[src/rtl/bin2bcd_seq_if.sv]
// Start/busy/done handshake bundle between a requester and the binary-to-BCD converter.
// The requester drives start/value and the converter returns status and digit codes.
interface bin2bcd_seq_if #(
    parameter int WIDTH  = 10,
    parameter int DIGITS = 4
);
    logic                  start;
    logic [WIDTH-1:0]      value;
    logic                  busy;
    logic                  done;
    logic [4*DIGITS-1:0]   digits;
    logic                  overflow;

    modport master (
        output start, value,
        input  busy, done, digits, overflow
    );

    modport slave (
        input  start, value,
        output busy, done, digits, overflow
    );
endinterface

[src/rtl/bin2bcd_seq.sv]
// Iterative double-dabble binary-to-BCD converter, one bit per clock, feeding
// per-digit 7-segment decoders (4'hF = blank, 4'hA = "F" shown on overflow).
//
// state | meaning
// IDLE  | waiting for start; outputs hold the last result
// SHIFT | add-3 / shift one binary bit into the BCD accumulator per edge
// LATCH | publish digits/overflow and pulse done
module bin2bcd_seq #(
    parameter int WIDTH    = 10,
    parameter int DIGITS   = 4,
    parameter int BLANK_LZ = 1
) (
    input  logic           clk,
    input  logic           rst_n,
    bin2bcd_seq_if.slave   bus
);
    typedef enum logic [1:0] {IDLE, SHIFT, LATCH} state_t;

    localparam int          CW    = $clog2(WIDTH + 1);
    localparam int          BW    = 4 * DIGITS;
    localparam logic [31:0] LIMIT = 32'(10 ** DIGITS - 1);
    localparam logic [CW-1:0] LAST = CW'(WIDTH - 1);

    state_t            state_q;
    logic [WIDTH-1:0]  bin_q;
    logic [BW-1:0]     bcd_q;
    logic [CW-1:0]     cnt_q;
    logic              ovf_pending_q;
    logic              done_q;
    logic              overflow_q;
    logic [BW-1:0]     digits_q;

    logic [BW-1:0]       bcd_adj;
    logic [BW-1:0]       bcd_blank;
    logic [BW+WIDTH-1:0] shifted;
    logic                lead;

    always_comb begin
        bcd_adj = bcd_q;
        for (int k = 0; k < DIGITS; k++) begin
            if (bcd_q[4*k +: 4] >= 4'd5)
                bcd_adj[4*k +: 4] = bcd_q[4*k +: 4] + 4'd3;
        end
        shifted = {bcd_adj, bin_q} << 1;
    end

    // Leading-zero suppression walks down from the top digit; digit 0 always shows.
    always_comb begin
        bcd_blank = bcd_q;
        lead      = 1'b1;
        for (int k = DIGITS - 1; k >= 1; k--) begin
            if (BLANK_LZ != 0 && lead && bcd_q[4*k +: 4] == 4'd0)
                bcd_blank[4*k +: 4] = 4'hF;
            else
                lead = 1'b0;
        end
    end

    always_ff @(posedge clk or negedge rst_n) begin
        if (!rst_n) begin
            state_q       <= IDLE;
            bin_q         <= '0;
            bcd_q         <= '0;
            cnt_q         <= '0;
            ovf_pending_q <= 1'b0;
            done_q        <= 1'b0;
            overflow_q    <= 1'b0;
            digits_q      <= {DIGITS{4'hF}};
        end else begin
            done_q <= 1'b0;
            case (state_q)
                IDLE: begin
                    if (bus.start) begin
                        bin_q         <= bus.value;
                        bcd_q         <= '0;
                        cnt_q         <= '0;
                        ovf_pending_q <= (32'(bus.value) > LIMIT);
                        state_q       <= SHIFT;
                    end
                end
                SHIFT: begin
                    {bcd_q, bin_q} <= shifted;
                    cnt_q          <= cnt_q + CW'(1);
                    if (cnt_q == LAST)
                        state_q <= LATCH;
                end
                LATCH: begin
                    overflow_q <= ovf_pending_q;
                    digits_q   <= ovf_pending_q ? {DIGITS{4'hA}} : bcd_blank;
                    done_q     <= 1'b1;
                    state_q    <= IDLE;
                end
                default: state_q <= IDLE;
            endcase
        end
    end

    assign bus.busy     = (state_q != IDLE);
    assign bus.done     = done_q;
    assign bus.digits   = digits_q;
    assign bus.overflow = overflow_q;
endmodule

[src/flat_wrapper.sv]
// flat-port wrapper written by rule: the top's interface ports become plain ports
module bin2bcd_seq_flat 
#(
    parameter int WIDTH    = 10,
    parameter int DIGITS   = 4,
    parameter int BLANK_LZ = 1
)
  (clk, rst_n, bus_start, bus_value, bus_busy, bus_done, bus_digits, bus_overflow);
  bin2bcd_seq_if #(.WIDTH(WIDTH), .DIGITS(DIGITS)) bus_i ();
  input  logic clk;
  input  logic rst_n;
  input wire logic [$bits(bus_i.start)-1:0] bus_start;
  input wire logic [$bits(bus_i.value)-1:0] bus_value;
  output wire logic [$bits(bus_i.busy)-1:0] bus_busy;
  output wire logic [$bits(bus_i.done)-1:0] bus_done;
  output wire logic [$bits(bus_i.digits)-1:0] bus_digits;
  output wire logic [$bits(bus_i.overflow)-1:0] bus_overflow;
  assign bus_i.start = bus_start;
  assign bus_i.value = bus_value;
  assign bus_busy = bus_i.busy;
  assign bus_done = bus_i.done;
  assign bus_digits = bus_i.digits;
  assign bus_overflow = bus_i.overflow;
  bin2bcd_seq #(.WIDTH(WIDTH), .DIGITS(DIGITS), .BLANK_LZ(BLANK_LZ)) u_core (.clk(clk), .rst_n(rst_n), .bus(bus_i));
endmodule
[config.mk]
export PLATFORM = sky130hd
export DESIGN_NAME = bin2bcd_seq_flat
export DESIGN_NICKNAME = d
export VERILOG_FILES = /design/src/rtl/bin2bcd_seq_if.sv /design/src/rtl/bin2bcd_seq.sv /design/src/flat_wrapper.sv
export SDC_FILE = /design/constraint.sdc
export NUM_CORES = 1
export LEC_CHECK = 0
export ABC_CLOCK_PERIOD_IN_PS = 2000
export CAP_MARGIN = 15
export CORE_MARGIN = 10
export CORE_UTILIZATION = 43
export CTS_BUF_LIST = sky130_fd_sc_hd__clkbuf_4
export CTS_CLUSTER_SIZE = 40
export DETAILED_ROUTE_END_ITERATION = 8
export GPL_ROUTABILITY_DRIVEN = 0
export PLACE_DENSITY_LB_ADDON = 0.12
export SLEW_MARGIN = 20
export SYNTH_ARGS = -nofsm -noshare
export SYNTH_HDL_FRONTEND = slang
export SYNTH_SLANG_ARGS = --single-unit
[constraint.sdc]
create_clock -name clk -period 2 [get_ports clk]
set_clock_uncertainty 0.15 [all_clocks]
set_input_delay 0.4 -clock clk [delete_from_list [all_inputs] [get_ports clk]]
set_output_delay 0.4 -clock clk [all_outputs]
set_load 0.03 [all_outputs]
Yosys cells after proc, flatten, opt, wreduce, memory -nomap -nowiden
Index checks and enable logic that the tools add are counted.
Widths: inputs -> output; s select.
{"block": "classes", "addsub": 5, "multipliers": 0, "n_div": 0, "magnitude_cmp": 4, "n_eq_ne": 5, "shift": 0, "n_mux": 19, "bitwise_logic": 0, "reduce_logical": 10}
{"op": "$pmux 16 s2", "count": 1}
{"op": "$mux 4", "count": 7}
{"op": "$pmux 10 s2", "count": 1}
{"op": "$ge 4x3->1 const B", "count": 4}
{"op": "$mux 16", "count": 1}
{"op": "$add 4x2->4 const B", "count": 3}
{"op": "$logic_not 4->1", "count": 3}
{"op": "$mux 10", "count": 1}
{"op": "$pmux 4 s2", "count": 1}
{"op": "$add 4x1->4 const B", "count": 1}
{"op": "$eq 4x4->1 const B", "count": 1}
{"op": "$mux 2", "count": 2}
{"op": "$pmux 2 s2", "count": 1}
{"op": "$reduce_and 2->1", "count": 2}
{"op": "$reduce_bool 2->1", "count": 2}
{"op": "$add 3x2->3 const B", "count": 1}
{"op": "$mux 1", "count": 3}
{"op": "$mux 3", "count": 1}
{"op": "$eq 2x1->1 const B", "count": 1}
{"op": "$eq 2x2->1 const B", "count": 1}
{"op": "$logic_and 1x1->1", "count": 2}
{"op": "$logic_not 2->1", "count": 1}
{"op": "$ne 2x1->1 const B", "count": 1}
{"op": "$ne 2x2->1 const B", "count": 1}
{"block": "word_totals", "regBits": 49, "latchBits": 0, "mem_bits_rw": 0, "romBits": 0, "in_bits": 13, "output_inout_bits": 19, "mem_count": 0}

Longest topological paths before layout
{"block": "logic_depth", "word_depth": 6, "ltp_mapped": 7, "depth_no_buf": 6}

Least setup slack after synthesis
OpenSTA, ideal clock, no wires.
{"block": "synth_timing", "path_kind": "register to register", "startpoint": "reg u_core.bcd_q[12]", "endpoint": "reg u_core.digits_q[4] (netlist: u_core.bus.digits[4])", "setup_ns": 0.077, "arrival_time_ns": 1.357, "path_slack_ns": 0.416, "stages_incl_launch_ff": 7, "cell_sequence": "dfrtp_1 inv_1 ha_1 nor3b_2 and3_4 nand3_4 a31oi_1"}
{"block": "synth_via", "elab_chain_cells": 6}
{"element": "start, declared", "line_no": "bin2bcd_seq.sv:26", "text": "logic [BW-1:0] bcd_q;"}
{"element": "start signal, assigned", "line_no": "bin2bcd_seq.sv:82", "text": "{bcd_q, bin_q} <= shifted;"}
{"element": "$logic_not 4->1 (*)", "line_no": "bin2bcd_seq.sv:52", "text": "if (BLANK_LZ != 0 && lead && bcd_q[4*k +: 4] == 4'd0)"}
{"element": "$mux 1 (*)", "line_no": "bin2bcd_seq.sv:52"}
{"element": "$logic_and 1x1->1", "line_no": "bin2bcd_seq.sv:52"}
{"element": "$mux 1 (*)", "line_no": "bin2bcd_seq.sv:52"}
{"element": "$logic_and 1x1->1 (*)", "line_no": "bin2bcd_seq.sv:52"}
{"element": "$mux 4 (*)", "line_no": "bin2bcd_seq.sv:52"}
{"element": "end signal, assigned", "line_no": "bin2bcd_seq.sv:68", "text": "digits_q <= {DIGITS{4'hF}};"}
{"element": "end signal, assigned", "line_no": "bin2bcd_seq.sv:89", "text": "digits_q <= ovf_pending_q ? {DIGITS{4'hA}} : bcd_blank;"}
{"element": "end, declared", "line_no": "bin2bcd_seq.sv:31", "text": "logic [BW-1:0] digits_q;"}
Mark *: on every way between the ends. The rest lies on a longest branch, timed or not.
A chain may end at the register's enable or synchronous reset.

Worst setup path after layout
{"block": "layout_timing", "startpoint": "reg u_core.state_q[0]", "endpoint": "out bus_busy"}
{"block": "layout_via", "elab_chain_cells": 1}
{"element": "start, declared", "line_no": "bin2bcd_seq.sv:24", "text": "state_t state_q;"}
{"element": "start signal, assigned", "line_no": "bin2bcd_seq.sv:61", "text": "state_q <= IDLE;"}
{"element": "start signal, assigned", "line_no": "bin2bcd_seq.sv:78", "text": "state_q <= SHIFT;"}
{"element": "start signal, assigned", "line_no": "bin2bcd_seq.sv:85", "text": "state_q <= LATCH;"}
{"element": "$reduce_bool 2->1", "line_no": "bin2bcd_seq.sv:98", "text": "assign bus.busy = (state_q != IDLE);"}
{"element": "end, declared", "line_no": "flat_wrapper.sv:14", "text": "output wire logic [$bits(bus_i.busy)-1:0] bus_busy;"}
No other way between the ends.

==> results.cfg <==
[outcome]
status = completed

[sta]
fin_tns_setup_ns = 0
setup_viol = 0
slew_viol_final = 0
finalCritPeriodShare_pct = 97.7
worst_pin_slew_ns = 0.556
hold_viol = 0
period_needed_ns = 1.95
rsz0062_at_grt = false
maxSlewHeadroom_pct = 63.0
clock.fmax_ghz = 0.512

[critical_path]
critPathLaunchType = flip-flop
required_ns = 1.45
crit_fanout = 2
crit_type = reg2out
cp-end-kind = output pin
arrival_ns = 1.40

[global_route]
antenna_found_initial = 0
grt_max_degree = 27
grt_pass1_vias = 1733
grt_use_total_pct = 11.6
grt_overflow = 0
grt_pass1_wl_um = 8340

[die]
start_util_pct = 43.8
rows = 27
die_area_um2 = 8970
core_um2 = 5470
die_y_um = 94.7
die_w_um = 94.7
ios = 32

[pwr]
power_density_nw_per_um2 = 1530
intPower_mw = 2.55
seqPwrFrac_pct = 41.7
ir_worst_vdd_mv = 0.655
netSwitchingFraction_pct = 41.8
switchingPower_mw = 1.83
pwr-share-clk_pct = 10.5
power.combinational.fraction_pct = 47.7
leakage_nw = 1.34
finalPower_mw = 4.38

[logic_synthesis]
synth-seq-cells = 49
synth_warnings = 0
synth_fp_nets = 270
synthCells = 245
synth.distinct_cells = 36
syn_area_um2 = 2400
synth_area_leaders = dfrtp_1, dfstp_2, nand2_1
synth-seq-area-share_pct = 52.0
synth_area_per_cell_um2 = 9.79
synth.top_cell.area_share_pct = 34.4
yosysTopAreaCell = dfrtp_1

[clock_network]
path_clk_slew_ns = 0.14
cts_sinks = 49
cts_htree_levels = 2
cts_setup_buffers = 0
root_buffer = clkbuf_4
cts_tree = done
insertion_delay_ns = 0.36
cts.path.max_buffers = 2
cts_buffers = 5

[drt]
num_vias = 1768
ant_nets = 0
avgViaCountPerCell = 5.02
drt_pre_antenna_iters = 4
wirelength_um = 4780
wl_per_cell_um = 13.6
drc_errors = 0
drt_iter0_drc = 68

[finish]
syn2layout_area_growth_pct = 19.1
fillerInstances = 538
layout_common_cells = nand2_1, dfrtp_1, o21ai_0
antennaDiodeCount = 0
nNetsFinal = 304
final_layout_size_suffix_gt1_share_pct = 14.3
layout_commonest_cell = nand2_1

[placed_design]
port_buffers = 30
hpwlAfterDp_um = 3410

[flow_run]
cap_violations = 0

[min_path]
hp-class = reg2reg
==> worst max-delay path, stage by stage (launching register included) <==
cell	delay, ns
dfrtp_1	0.40
or2_2	0.31
clkdlybuf4s15_1	0.35
==> what timing repair did <==
| item | in CTS | in global routing |
|---|---|---|
| gates resized for setup | 17 | 1 |
| hold buffers | 1 | 0 |
| hold endpoints to repair | 7 | 0 |
| endpoints found under the setup margin | 17 | 1 |
| pin swaps | 0 | 0 |
==> state kept, by name, summed over array words and instances (netlist names) <==
signal and count:
u_core.state_q 2, u_core.bus.done 1, u_core.cnt_q 4, u_core.bin_q 10
u_core.bus.digits 16, u_core.bcd_q 16
==> synth_stat cells (all sizes together) <==
cell    number
clkbuf       3
dfstp       16
a21o         1
nor3b        2
o21ai       33
nor3         6
xor2         1
o211ai       1
nand2       45
nand2b       6
o31ai        1
mux2         1
o21bai       1
a22oi        9
a21oi        9
xnor2        4
o311ai       1
inv         11
buf         10
nor2b        3
or2b         1
a22o         7
and3         1
conb         1
ha          12
a31oi        3
nand3        6
nor2        11
dfrtp       33
or2          1
mux2i        5
==> power groups by stage <==
stage               Clock, mW  Sequential [mW]  Combinational [mW]
finish                  0.461             1.83                2.09
global route            0.516             1.89                2.39
CTS                     0.485             1.83                2.13
detailed placement          0             1.86                2.21
global placement            0             1.84                2.19
floorplan                   0             2.05                1.31
==> cells by family (layout without fill, tap and decap cells) <==
kind of cell             after synthesis  count (layout)  synth area share, %
AND/OR/NAND/NOR                       82              82                 16.0
AO/OA/AOI/OAI                         66              66                 16.5
flip-flops                            49              49                 52.0
buffers and inverters                 24              59                 4.69
adder cells (fa/ha/maj)               12              12                 6.26
multiplexers                           6               6                 2.56
XOR/XNOR                               5               5                 1.83
other                                  1               1                0.156
==> worst paths after layout <==
kind,start,endpoint,slack (ns),cells after the start
min in group asynchronous,rst_n,u_core.bus.done$_DFF_PN0_,0.39,2
hold reg to reg,u_core.bus.digits[11]$_DFFE_PN1P_,u_core.bus.digits[11]$_DFFE_PN1P_,0.31,2
max in group asynchronous,rst_n,u_core.bin_q[9]$_DFFE_PN0P_,0.77,3
hold / removal,u_core.bus.digits[11]$_DFFE_PN1P_,u_core.bus.digits[11]$_DFFE_PN1P_,0.31,2
setup reg to reg,u_core.bcd_q[12]$_DFFE_PN0P_,u_core.bus.digits[4]$_DFFE_PN1P_,0.22,6
setup / recovery,u_core.state_q[0]$_DFFE_PN0P_,bus_busy,0.05,2
==> area by class of cell <==
cell class / instances / area [um^2] / area share [%]
timing repair buffer: 40 / 378 / 13.2
multi-input combinational: 172 / 1040 / 36.5
tap: 72 / 90.1 / 3.15
sequential: 49 / 1250 / 43.6
clock buffer: 7 / 52.6 / 1.84
clock inverter: 1 / 3.75 / 0.131
inverter: 11 / 43.8 / 1.53
==> metal layers <==
metal	track usage [%]	wire length, um
met5	0	0
met4	4.11	72
met3	3.49	222
met2	18.1	2160
met1	14.9	2330
==> metrics by stage <==
step           cell area (um^2)  hold WS, ns  setup slack (ns)  util (%)  instances
2_1_floorplan              2400      -0.0456             0.416         -        245
3_3_place_gp               2810        0.272             0.199      51.4        343
3_5_place_dp               2810        0.278             0.175      51.4        343
4_1_cts                    2860        0.312           0.00981      52.2        352
5_1_grt                    2860        0.321           0.00279      52.2        352
6_report                   2860        0.308            0.0454      52.2        352
Note: power is estimated with default switching activity, not from simulation.
==> RTL change, RTL diff (same flow settings) <==
Encoding of `state_t`: now one-hot (3 bits for 3 states).
--- a/src/rtl/bin2bcd_seq.sv
+++ b/src/rtl/bin2bcd_seq.sv
@@ -15,5 +15,5 @@
     bin2bcd_seq_if.slave   bus
 );
-    typedef enum logic [1:0] {IDLE, SHIFT, LATCH} state_t;
+    typedef enum logic [2:0] {IDLE = 3'b001, SHIFT = 3'b010, LATCH = 3'b100} state_t;
 
     localparam int          CW    = $clog2(WIDTH + 1);
Behaviour: no difference found for any inputs over 10 cycles, from zero or initial values and one cycle with rst_n low; not proved beyond that.
==> RTL change against the unedited design <==
Sequential share of layout area decreased by 0.55 points; maximum frequency decreased by 1.4%; synthesized area increased by 1.3%; sequential cell count increased by 1; design area increased by 3.4%; count of clock-buffer cells in the layout unchanged; worst setup slack got worse by 0.028 ns; wire length decreased by 0.71%; highest routed layer unchanged.
Power is not compared: it rests on default switching activity, and its combinational part moved more than twofold at a synthesized area within 25%.
==> RTL change: results (changes against the unedited design) <==
metric;value;unit;change
antenna diode count;0;;unchanged
Synth top cells by count;sky130_fd_sc_hd__dfrtp_1, sky130_fd_sc_hd__nand2_1, sky130_fd_sc_hd__o21ai_0, sky130_fd_sc_hd__nor2_1, sky130_fd_sc_hd__dfstp_2;;was sky130_fd_sc_hd__nand2_1, sky130_fd_sc_hd__dfrtp_1, sky130_fd_sc_hd__o21ai_0, sky130_fd_sc_hd__dfstp_2, sky130_fd_sc_hd__ha_1
max-cap violation count;0;;unchanged
Synth Instances;238;;was 245
maximum buffer depth of the clock tree;2;;unchanged
peak fanout along the critical path;2;;unchanged
global-route wire length before repair;8142;um;was 8342 um
Post-Place Worst Slack;-0.1060;ns;was 0.1751 ns
clock root buffer master;sky130_fd_sc_hd__clkbuf_4;;unchanged
Worst Hold Launch;u_core.bin_q[3];;was u_core.bus.digits[11]
endpoint arrival time on the critical path;1.43;ns;was 1.40 ns
delay of the slowest cell on the worst path;0.55;ns;was 0.40 ns
Vias;1751;;was 1,768
number of antenna violations at the first check in global routing;0;;unchanged
post-route cell area;2955;um2;was 2858 um2
Setup Viol. Count Final;0;;unchanged
CTS Buf Count;5;;unchanged
clock transition at the registers of the reported paths;0.14;ns;about the same
final-layout fill cell count;518;;was 538
number of input and output port buffers inserted;30;;unchanged
Reg2Reg Launch Point;u_core.state_q[0];;was u_core.bcd_q[12]
leakage dissipation;1.349;nW;
share of layout cells above drive strength 1;18.41;%;was 14.29%
critical path's slowest cell;sky130_fd_sc_hd__dfstp_2;;was sky130_fd_sc_hd__dfrtp_1
count of nets after finishing;301;;was 304
maximum number of pins on one net before global-route repair;51;;was 27
worst-skew pair later-pin latency;0.36;ns;about the same
share of flip-flops with an asynchronous set or reset;100.0;%;unchanged
nets in the synthesized netlist;263;;was 270
global-route total usage across every layer;11.28;%;was 11.57%
measured slew at the worst slew-check pin;0.5619;ns;was 0.5555 ns
run status;finished clean;;unchanged
Ys Warns;0;;unchanged
maximum level of the CTS H-tree;2;;unchanged
iteration count of the initial detailed-routing pass;4;;unchanged
kind of cell adding the most delay to the critical path;flip-flops;;unchanged
Final Routed Wirelength;4748;um;was 4782 um
Inst Count DP;339;;was 343
VDD IR max;614.8;uV;
DR iter-0 viols;70;;was 68
number of distinct library cell variants in the gate-level netlist after synthesis;34;;was 36
sequential element share of the synthesized area;52.40;%;was 51.96%
post-detailed-route via-to-cell ratio;5.017;;was 5.023
top post-synthesis cells by area;sky130_fd_sc_hd__dfrtp_1, sky130_fd_sc_hd__dfstp_2, sky130_fd_sc_hd__ha_1;;was sky130_fd_sc_hd__dfrtp_1, sky130_fd_sc_hd__dfstp_2, sky130_fd_sc_hd__nand2_1
vias in the first global route;1707;;was 1,733
post-detailed-placement half-perimeter wirelength;3220;um;was 3407 um
max-slew violations;0;;unchanged
Psw;0.8611;mW;
instance area at placement;2872;um2;was 2811 um2
RTL change: worst paths after layout:
kind	depth (start not counted)	slack, ns	end
setup reg to reg	6	0.14	u_core.bcd_q[11]
hold / removal	2	0.36	u_core.bin_q[4]
hold reg to reg	2	0.36	u_core.bin_q[4]
max in group asynchronous	3	1.04	u_core.bus.digits[13]
setup / recovery	2	0.02	bus_busy
min in group asynchronous	3	0.38	u_core.bcd_q[15]
RTL change: metal layers:
layer	GRT usage, %	up-vias	routed length, um
met5	0	-	0
met4	4.863	0	77
met3	4.321	6	372
met2	17.95	50	2044
met1	13.31	815	2253
li1	-	880	-
RTL change: final cells by class:
class	count	area share [%]
Tap cell	72	3.048
Clock inverter	1	1.016
Timing Repair Buffer	43	14.01
Clock buffer	7	1.778
Inverter	12	1.524
Multi-Input combinational cell	164	35.56
Sequential cell	50	43.06
RTL change: kinds of logic after synthesis:
| family | synth area share, % |
|---|---|
| AOI/OAI and AO/OA | 12.52 |
| xor gates and xnor gates | 2.164 |
| adders and majority gates | 6.182 |
| buffers and inverters | 4.636 |
| DFF | 52.40 |
| muxes | 7.264 |
| other | 0.1544 |
| and+or+nand+nor | 14.68 |
RTL change: power groups by stage:
stage / Sequential (mW) / Combinational (mW) / Clock, mW
5_1_grt: 1.34 / 0.870 / 0.678
3_5_place_dp: 1.33 / 0.772 / 0
3_3_place_gp: 1.32 / 0.755 / 0
4_1_cts: 1.31 / 0.780 / 0.636
2_1_floorplan: 1.33 / 0.489 / 0
6_report: 1.31 / 0.775 / 0.608
RTL change: repair_timing:
| action | in CTS | in global routing |
|---|---|---|
| setup buffers | 0 | 1 |
| hold buffers | 1 | 0 |
| hold endpoints to repair | 33 | 0 |
| gates resized for setup | 24 | 0 |
| setup endpoints to repair | 17 | 1 |
RTL change: worst min-delay path, stage by stage (launching register included):
cell and delay, ns:
sky130_fd_sc_hd__dfrtp_1 0.38, sky130_fd_sc_hd__nand2_1 0.05, sky130_fd_sc_hd__o21ai_0 0.06
